<file path="src/rtl/s_transform_pipe.sv">
`default_nettype none
// ============================================================================
//  Module   : s_transform_pipe
//  Purpose  : Two-stage valid/ready pipeline that substitutes every SYM_W-bit
//             lane of a word through a run-time loadable table T. A small key
//             FSM loads a new table, checks that it is a permutation and only
//             then commits it. A rejected load leaves T unchanged and raises
//             the sticky Key_Err flag.
//  Ports    : Clk, Rst (async, active-high)
//             In_Valid/In_Ready/In_Data     - input word stream
//             Out_Valid/Out_Ready/Out_Data  - substituted word stream
//             Key_Start/Key_Valid/Key_Data  - key-load request and entries
//             Key_Busy/Key_Err              - load in progress / last load bad
//             Inv                           - select inverse table (only when
//                                             S_INVERSE_EN is defined)
//  Options  : `define S_INVERSE_EN adds the Inv port and the inverse table.
//  Revision : 1.0 - initial release
// ============================================================================
module s_transform_pipe #(
    parameter int LANES = 4,
    parameter int SYM_W = 2
) (
    input  logic                   Clk,
    input  logic                   Rst,
    input  logic                   In_Valid,
    output logic                   In_Ready,
    input  logic [LANES*SYM_W-1:0] In_Data,
    output logic                   Out_Valid,
    input  logic                   Out_Ready,
    output logic [LANES*SYM_W-1:0] Out_Data,
    input  logic                   Key_Start,
    input  logic                   Key_Valid,
    input  logic [SYM_W-1:0]       Key_Data,
    output logic                   Key_Busy,
`ifdef S_INVERSE_EN
    input  logic                   Inv,
`endif
    output logic                   Key_Err
);

    localparam int               c_DEPTH = 1 << SYM_W;
    localparam logic [SYM_W-1:0] c_HALF  = SYM_W'(1) << (SYM_W - 1);
    localparam logic [SYM_W-1:0] c_LAST  = SYM_W'(c_DEPTH - 1);

    typedef enum logic [1:0] {
        ST_IDLE  = 2'd0,
        ST_LOAD  = 2'd1,
        ST_CHECK = 2'd2
    } key_state_t;

    // Tables are packed: entry v lives at [v*SYM_W +: SYM_W].
    logic [c_DEPTH*SYM_W-1:0] r_tbl;
    logic [c_DEPTH*SYM_W-1:0] r_shadow;
    logic [c_DEPTH-1:0]       r_seen;
    logic                     r_dup;
    logic [SYM_W-1:0]         r_idx;
    key_state_t               r_state;
    logic                     r_key_busy;
    logic                     r_key_err;

    logic                     r_a_valid;
    logic [LANES*SYM_W-1:0]   r_a_data;
    logic                     r_b_valid;
    logic [LANES*SYM_W-1:0]   r_b_data;

    logic                     w_b_adv;
    logic                     w_a_adv;
    logic                     w_in_ready;
    logic                     w_in_fire;
    logic [LANES*SYM_W-1:0]   w_sub;

`ifdef S_INVERSE_EN
    logic [c_DEPTH*SYM_W-1:0] r_inv;
    logic [c_DEPTH*SYM_W-1:0] w_inv_new;
    logic                     r_a_inv;

    // Inverse of the shadow table; only meaningful once the shadow has been
    // proven to be a permutation, which is the only time it is committed.
    always_comb begin
        w_inv_new = '0;
        for (int v = 0; v < c_DEPTH; v++) begin
            w_inv_new[r_shadow[v*SYM_W +: SYM_W]*SYM_W +: SYM_W] = SYM_W'(v);
        end
    end
`endif

    // B advances when empty or draining; A moves into B whenever B advances.
    assign w_b_adv    = !r_b_valid || Out_Ready;
    assign w_a_adv    = r_a_valid && w_b_adv;
    // Input is held off during a key load and while a load request waits for
    // the pipeline to drain.
    assign w_in_ready = !r_key_busy && !Key_Start && (!r_a_valid || w_b_adv);
    assign w_in_fire  = In_Valid && w_in_ready;

    generate
        for (genvar gi = 0; gi < LANES; gi++) begin : g_lane
            logic [SYM_W-1:0] w_sym;
            assign w_sym = r_a_data[gi*SYM_W +: SYM_W];
`ifdef S_INVERSE_EN
            assign w_sub[gi*SYM_W +: SYM_W] = r_a_inv ? r_inv[w_sym*SYM_W +: SYM_W]
                                                      : r_tbl[w_sym*SYM_W +: SYM_W];
`else
            assign w_sub[gi*SYM_W +: SYM_W] = r_tbl[w_sym*SYM_W +: SYM_W];
`endif
        end
    endgenerate

    // ------------------------------------------------------------------
    // Datapath: stage A holds the raw word, stage B the substituted word.
    // ------------------------------------------------------------------
    always_ff @(posedge Clk or posedge Rst) begin
        if (Rst) begin
            r_a_valid <= 1'b0;
            r_a_data  <= '0;
            r_b_valid <= 1'b0;
            r_b_data  <= '0;
`ifdef S_INVERSE_EN
            r_a_inv   <= 1'b0;
`endif
        end else begin
            if (w_in_fire) begin
                r_a_valid <= 1'b1;
                r_a_data  <= In_Data;
`ifdef S_INVERSE_EN
                r_a_inv   <= Inv;
`endif
            end else if (w_a_adv) begin
                r_a_valid <= 1'b0;
            end

            if (w_b_adv) begin
                r_b_valid <= r_a_valid;
                if (r_a_valid) begin
                    r_b_data <= w_sub;
                end
            end
        end
    end

    // ------------------------------------------------------------------
    // Key load FSM and table storage.
    // ------------------------------------------------------------------
    always_ff @(posedge Clk or posedge Rst) begin
        if (Rst) begin
            r_state    <= ST_IDLE;
            r_key_busy <= 1'b0;
            r_key_err  <= 1'b0;
            r_idx      <= '0;
            r_seen     <= '0;
            r_dup      <= 1'b0;
            r_shadow   <= '0;
            // Default map flips the symbol MSB; it is its own inverse.
            for (int v = 0; v < c_DEPTH; v++) begin
                r_tbl[v*SYM_W +: SYM_W] <= SYM_W'(v) ^ c_HALF;
`ifdef S_INVERSE_EN
                r_inv[v*SYM_W +: SYM_W] <= SYM_W'(v) ^ c_HALF;
`endif
            end
        end else begin
            case (r_state)
                ST_IDLE: begin
                    // Table may only change with no word in flight.
                    if (Key_Start && !r_a_valid && !r_b_valid) begin
                        r_state    <= ST_LOAD;
                        r_key_busy <= 1'b1;
                        r_idx      <= '0;
                        r_seen     <= '0;
                        r_dup      <= 1'b0;
                    end
                end
                ST_LOAD: begin
                    if (Key_Valid) begin
                        r_shadow[r_idx*SYM_W +: SYM_W] <= Key_Data;
                        r_seen[Key_Data]               <= 1'b1;
                        if (r_seen[Key_Data]) begin
                            r_dup <= 1'b1;
                        end
                        r_idx <= r_idx + SYM_W'(1);
                        if (r_idx == c_LAST) begin
                            r_state <= ST_CHECK;
                        end
                    end
                end
                ST_CHECK: begin
                    r_state    <= ST_IDLE;
                    r_key_busy <= 1'b0;
                    if ((&r_seen) && !r_dup) begin
                        r_tbl     <= r_shadow;
`ifdef S_INVERSE_EN
                        r_inv     <= w_inv_new;
`endif
                        r_key_err <= 1'b0;
                    end else begin
                        r_key_err <= 1'b1;
                    end
                end
                default: begin
                    r_state    <= ST_IDLE;
                    r_key_busy <= 1'b0;
                end
            endcase
        end
    end

    assign In_Ready  = w_in_ready;
    assign Out_Valid = r_b_valid;
    assign Out_Data  = r_b_data;
    assign Key_Busy  = r_key_busy;
    assign Key_Err   = r_key_err;

endmodule
`default_nettype wire

</file>
<file path="config.mk">
export PLATFORM = sky130hd
export DESIGN_NAME = s_transform_pipe
export DESIGN_NICKNAME = d
export VERILOG_FILES = /design/src/rtl/s_transform_pipe.sv
export SDC_FILE = /design/constraint.sdc
export NUM_CORES = 1
export LEC_CHECK = 0
export ABC_AREA = 1
export CAP_MARGIN = 20
export CORE_AREA = 4 4 83 85
export DETAILED_ROUTE_END_ITERATION = 8
export DIE_AREA = 0 0 87 89
export SYNTH_ARGS = -nofsm -noshare
export SYNTH_HDL_FRONTEND = slang
export SYNTH_SLANG_ARGS = --single-unit
</file>
<file path="constraint.sdc">
create_clock -name Clk -period 1.7 [get_ports Clk]
set_input_delay 0.17 -clock Clk [delete_from_list [all_inputs] [get_ports Clk]]
set_output_delay 0.17 -clock Clk [all_outputs]
set_load 0.02 [all_outputs]
</file>
## Yosys cells after proc, flatten, opt, wreduce, memory -nomap -nowiden

Index checks and enable logic that the tools add are counted.

- Output and inout port bits: 12
- Register bits after elaboration: 45

- Muxes and demuxes: 24
- Add/sub/neg operators: 2
- Reduce and logical (&&, ||, !) cells: 26
- Bitwise logic cells: 2
- Shifts and indexed selects: 6
- Equal/unequal tests: 7
- Order comparisons: 2

Operators by type and width:

| kind | count |
|---|---|
| negation 3 -> 34 bit | 1 |
| variable shift 2 x 34 -> 8 bit, first input constant | 1 |
| variable part select 2 x 34 -> 8 bit | 1 |
| variable part select 8 x 4 -> 2 bit | 4 |
| 2-to-1 mux 2 bit | 5 |
| 2-to-1 mux 1 bit | 9 |
| bitwise mux 8 bit | 1 |
| logical AND 1 bit | 8 |
| 2-to-1 mux 4 bit | 2 |
| inequality test 2 bit, second input constant | 4 |
| case mux 2 bit (2 select lines) | 2 |
| case mux 4 bit (2 select lines) | 1 |
| AND reduction 2 bit | 4 |
| AND reduction 4 bit | 2 |
| AND reduction 3 bit | 2 |
| zero test 1 bit | 5 |
| == test 2 bit, second input constant | 2 |
| OR 4 bit | 1 |
| case mux 1 bit (2 select lines) | 2 |
| nonzero test 2 bit | 2 |
| less-than comparator 2 x 3 -> 1 bit, second input constant | 1 |
| adder 2 x 1 -> 2 bit, second input constant | 1 |
| binary-select mux 1 bit (select 2 bit) | 1 |
| demux 1 bit (select 2 bit) | 1 |
| other kinds (5) | 6 |

## Depth between registers and ports, before layout

- Depth after elaboration: 7
- Depth in mapped cells: 8
- Mapped depth without buffers: 8

## Worst setup path after synthesis

Ideal clock, no wire load.

- Path type: reg-to-reg
- Start point: register r_idx[0]
- End point: register r_shadow[4]
- Required time: 1635 ps
- Buffers on the path: 0
- Arrival: 1312 ps
- Setup slack: 323 ps
- Stages on the path, launching flop included: 9
- Cells stage by stage: dfrtp_1 -> inv_1 -> ha_1 -> inv_1 -> nor2_1 -> nand2_1 -> nor2_1 -> nand2_1 -> nand2_1

- Cells in the longest elaborated chain, start to end: 3

RTL lines:

| what | line | source |
|---|---|---|
| start: declaration | 56 | `logic [SYM_W-1:0] r_idx;` |
| start signal: assignment | 178 | `r_idx <= r_idx + SYM_W'(1);` |
| negation 3 -> 34 bit * | 173 | `r_shadow[r_idx*SYM_W +: SYM_W] <= Key_Data;` |
| variable part select 2 x 34 -> 8 bit or variable shift 2 x 34 -> 8 bit (tied branches) | 173 |  |
| bitwise mux 8 bit * | 173 |  |
| end signal: indexed assignment | 173 |  |
| end: declaration | 53 | `logic [c_DEPTH*SYM_W-1:0] r_shadow;` |

Mark *: on every way between the ends. The rest lies on a longest branch, timed or not.
A chain may end at the register's enable or synchronous reset.

## Worst setup path after layout

- Start point: register r_b_valid, in the netlist Out_Valid
- End point: output Out_Valid

RTL lines:

| what | line | source |
|---|---|---|
| start: declaration | 63 | `logic r_b_valid;` |
| start signal: assignment | 132 | `r_b_valid <= r_a_valid;` |
| end: declaration | 28 | `output logic Out_Valid,` |

No word-level cell between the ends.

==> flow_summary.json <==
{
  "hpwlAfterDp_um": 3567,
  "area_growth_pct": 20.25,
  "cts.clk_slew.worst_paths_ns": 0.08,
  "fp.dieW_um": 87,
  "clock_power_share_pct": 17.5,
  "pin_count": 28,
  "path_class": "reg2out",
  "critPathRequiredTime_ns": 1.53,
  "cts_tree": "yes",
  "yosysMostFrequentCell": "nand2_1",
  "cts_max_level": 2,
  "synth_common_cells": "nand2_1, inv_1, dfrtp_1",
  "timing_hold_violations_final": 0,
  "place_congestion": 0.8230,
  "vdd_drop_max_v": 0.0008060,
  "num_antenna_cells": 0,
  "numCtsBuffers": 5,
  "fillers": 622,
  "ys_seq_elements": 45,
  "grt-ovfl-total": 0,
  "yosysTopAreaCell": "dfrtp_1",
  "min_period_over_period_pct": 89.24,
  "switchingPower_mw": 1.662,
  "start_util_pct": 38.94,
  "ys.warnings.count": 0,
  "grt_first_pass_wirelength_um": 8666,
  "drc": 0,
  "cts_hold_repair.buffers": 0,
  "powerDensity_mw_per_mm2": 1426,
  "final.min_clock_period_ns": 1.517,
  "drt-total-wl_um": 4770,
  "synth-edff-count": 0,
  "drt_iter0_drc": 63,
  "seq_area_mm2": 0.001131,
  "syn_nets": 340,
  "wl_per_cell_um": 11.04,
  "grt_usage_pct": 14.05,
  "drtPass1Iterations": 4,
  "nets": 376,
  "p_comb_share_pct": 41.3,
  "setup-tns-final_ns": 0,
  "cp_max_fo": 4,
  "hold_class": "in2async",
  "clock.fmax_ghz": 0.6591,
  "internal_power_mw": 2.480,
  "slew_viol_final": 0,
  "seq_area_frac_synth_pct": 46.82,
  "ant_nets": 0,
  "end_kind": "output port",
  "syn_inst": 318,
  "cts_buffer_depth": 2,
  "cap_viol_max_count": 0,
  "synth_top_cell_area_share_pct": 42.47,
  "cpMaxStageDelayCell": "clkdlybuf4s50_1",
  "p_leak_nw": 1.551,
  "async_reset_ff_share_pct": 100.0,
  "setup_violations": 0,
  "rsz0062_at_grt": "no",
  "grt_max_degree": 46,
  "regToRegSetupSlack_ns": 0.23,
  "multiInputGateArea_mm2": 0.001036,
  "antenna_found_initial": 0,
  "crit_family": "buffers and inverters",
  "cp-start-kind": "flop",
  "arrival_ns": 1.35,
  "core_mm2": 0.006205,
  "synth_area_leaders": "dfrtp_1, nand2_1, inv_1",
  "crit_chain": "clkdlybuf4s50_1",
  "grt_pass1_vias": 2000,
  "clock_skew_ns": 0.007550,
  "clock_sinks": 45,
  "synth_cell_types": 22,
  "hold_ws_ns": 0.2084,
  "portBuffers": 27,
  "ys.flop_type": "dfrtp_1",
  "clk_latency_ns": 0.29,
  "cp_num_buf_inv": 1,
  "vias": 1963,
  "swShare_pct": 40.12,
  "power_frac_seq_pct": 41.2,
  "die_area_mm2": 0.007743,
  "clk_root_buffer_cell": "clkbuf_8",
  "slew_headroom_pct": 80.48,
  "drt-vias-per-instance": 4.544,
  "critPathMaxStageDelay_ns": 0.63,
  "die_h_um": 89,
  "status": "finished, final reports clean",
  "rows": 29,
  "final_layout_size_suffix_gt1_share_pct": 14.08,
  "avgSynthCellArea_um2": 7.598,
  "tightest_slew_ns": 0.2920,
  "synthesis.area_mm2": 0.002416
}
[metrics by stage]
stage                     area (µm²)  cells  total power, mW  util [%]  setup slack [ns]
after CTS                       2905    432            4.205     46.82            0.1651
after detailed placement        2805    424            3.458     45.21           0.08194
after global routing            2905    432            4.538     46.82           0.08681
final                           2905    432            4.142     46.82            0.1828
after floorplan                 2416    318            2.914         -            0.3232
after global placement          2805    424            3.413     45.21           0.09378
[flip-flops by register name (all words and copies together), names as in the netlist, 2 cells and up]
| register | flops |
|---|---|
| Out_Data | 8 |
| r_state | 2 |
| r_seen | 4 |
| r_tbl | 8 |
| r_idx | 2 |
| r_shadow | 8 |
| r_a_data | 8 |
[cell families after synthesis]
| logic type | Yosys count | share of synthesized area [%] |
|---|---|---|
| adder cells (fa/ha/maj) | 6 | 3.107 |
| buffers and inverters | 62 | 10.30 |
| flip-flops | 45 | 46.81 |
| AO/OA/AOI/OAI | 23 | 7.353 |
| AND/OR/NAND/NOR | 182 | 32.42 |
[power groups by stage]
stage / combinational [mW] / sequential (mW) / clock [mW]
CTS: 1.73 / 1.71 / 0.759
global placement: 1.69 / 1.72 / 0
floorplan: 1.15 / 1.76 / 0
detailed placement: 1.72 / 1.73 / 0
finish: 1.71 / 1.71 / 0.725
global route: 1.97 / 1.77 / 0.800
[layout make-up]
cell class | count | share of cell area, %
sequential | 45 | 38.93
clock buffer | 7 | 3.316
timing repair buffer | 32 | 10.98
inverter | 59 | 7.623
multi-input combinational | 211 | 35.66
clock inverter | 1 | 0.1723
tap | 77 | 3.316
[cells in the final DEF, fill, tap and decap left out, types with 4 or more instances in the layout]
cell type	instances
inv_2	4
inv_1	53
buf_4	4
clkdlybuf4s50_1	26
dfstp_2	4
nor2_2	6
ha_1	6
nand3_1	26
o21ai_2	16
clkbuf_8	7
dfrtp_1	41
nor2_1	17
nand2_1	124
[final timing paths]
kind | startpoint | to | cells after the start
max in group asynchronous | Rst | r_tbl[1]$_DFFE_PP1P_ | 3
hold / removal | Rst | r_a_data[4]$_DFFE_PP0P_ | 3
setup reg to reg | r_idx[1]$_DFFE_PP0P_ | r_shadow[4]$_DFFE_PP0P_ | 8
setup / recovery | Out_Valid$_DFFE_PP0P_ | Out_Valid | 1
min in group Clk | In_Data[4] | r_a_data[4]$_DFFE_PP0P_ | 3
hold reg to reg | r_shadow[7]$_DFFE_PP0P_ | r_shadow[7]$_DFFE_PP0P_ | 2
[timing repair]
item                                    CTS  global route
setup buffers                             0             0
resized for setup                         1             0
endpoints found under the setup margin    1             0
[metal layers]
layer	routed length (µm)	vias to the layer above	global-route usage [%]	part of all wire, %
met5	0	-	0	0
met4	96	0	4.958	2.0
met3	197	9	2.857	4.1
met2	2298	40	25.47	48
met1	2179	891	16.47	46
li1	-	1023	-	-
Note: power is estimated with default switching activity, not from simulation.
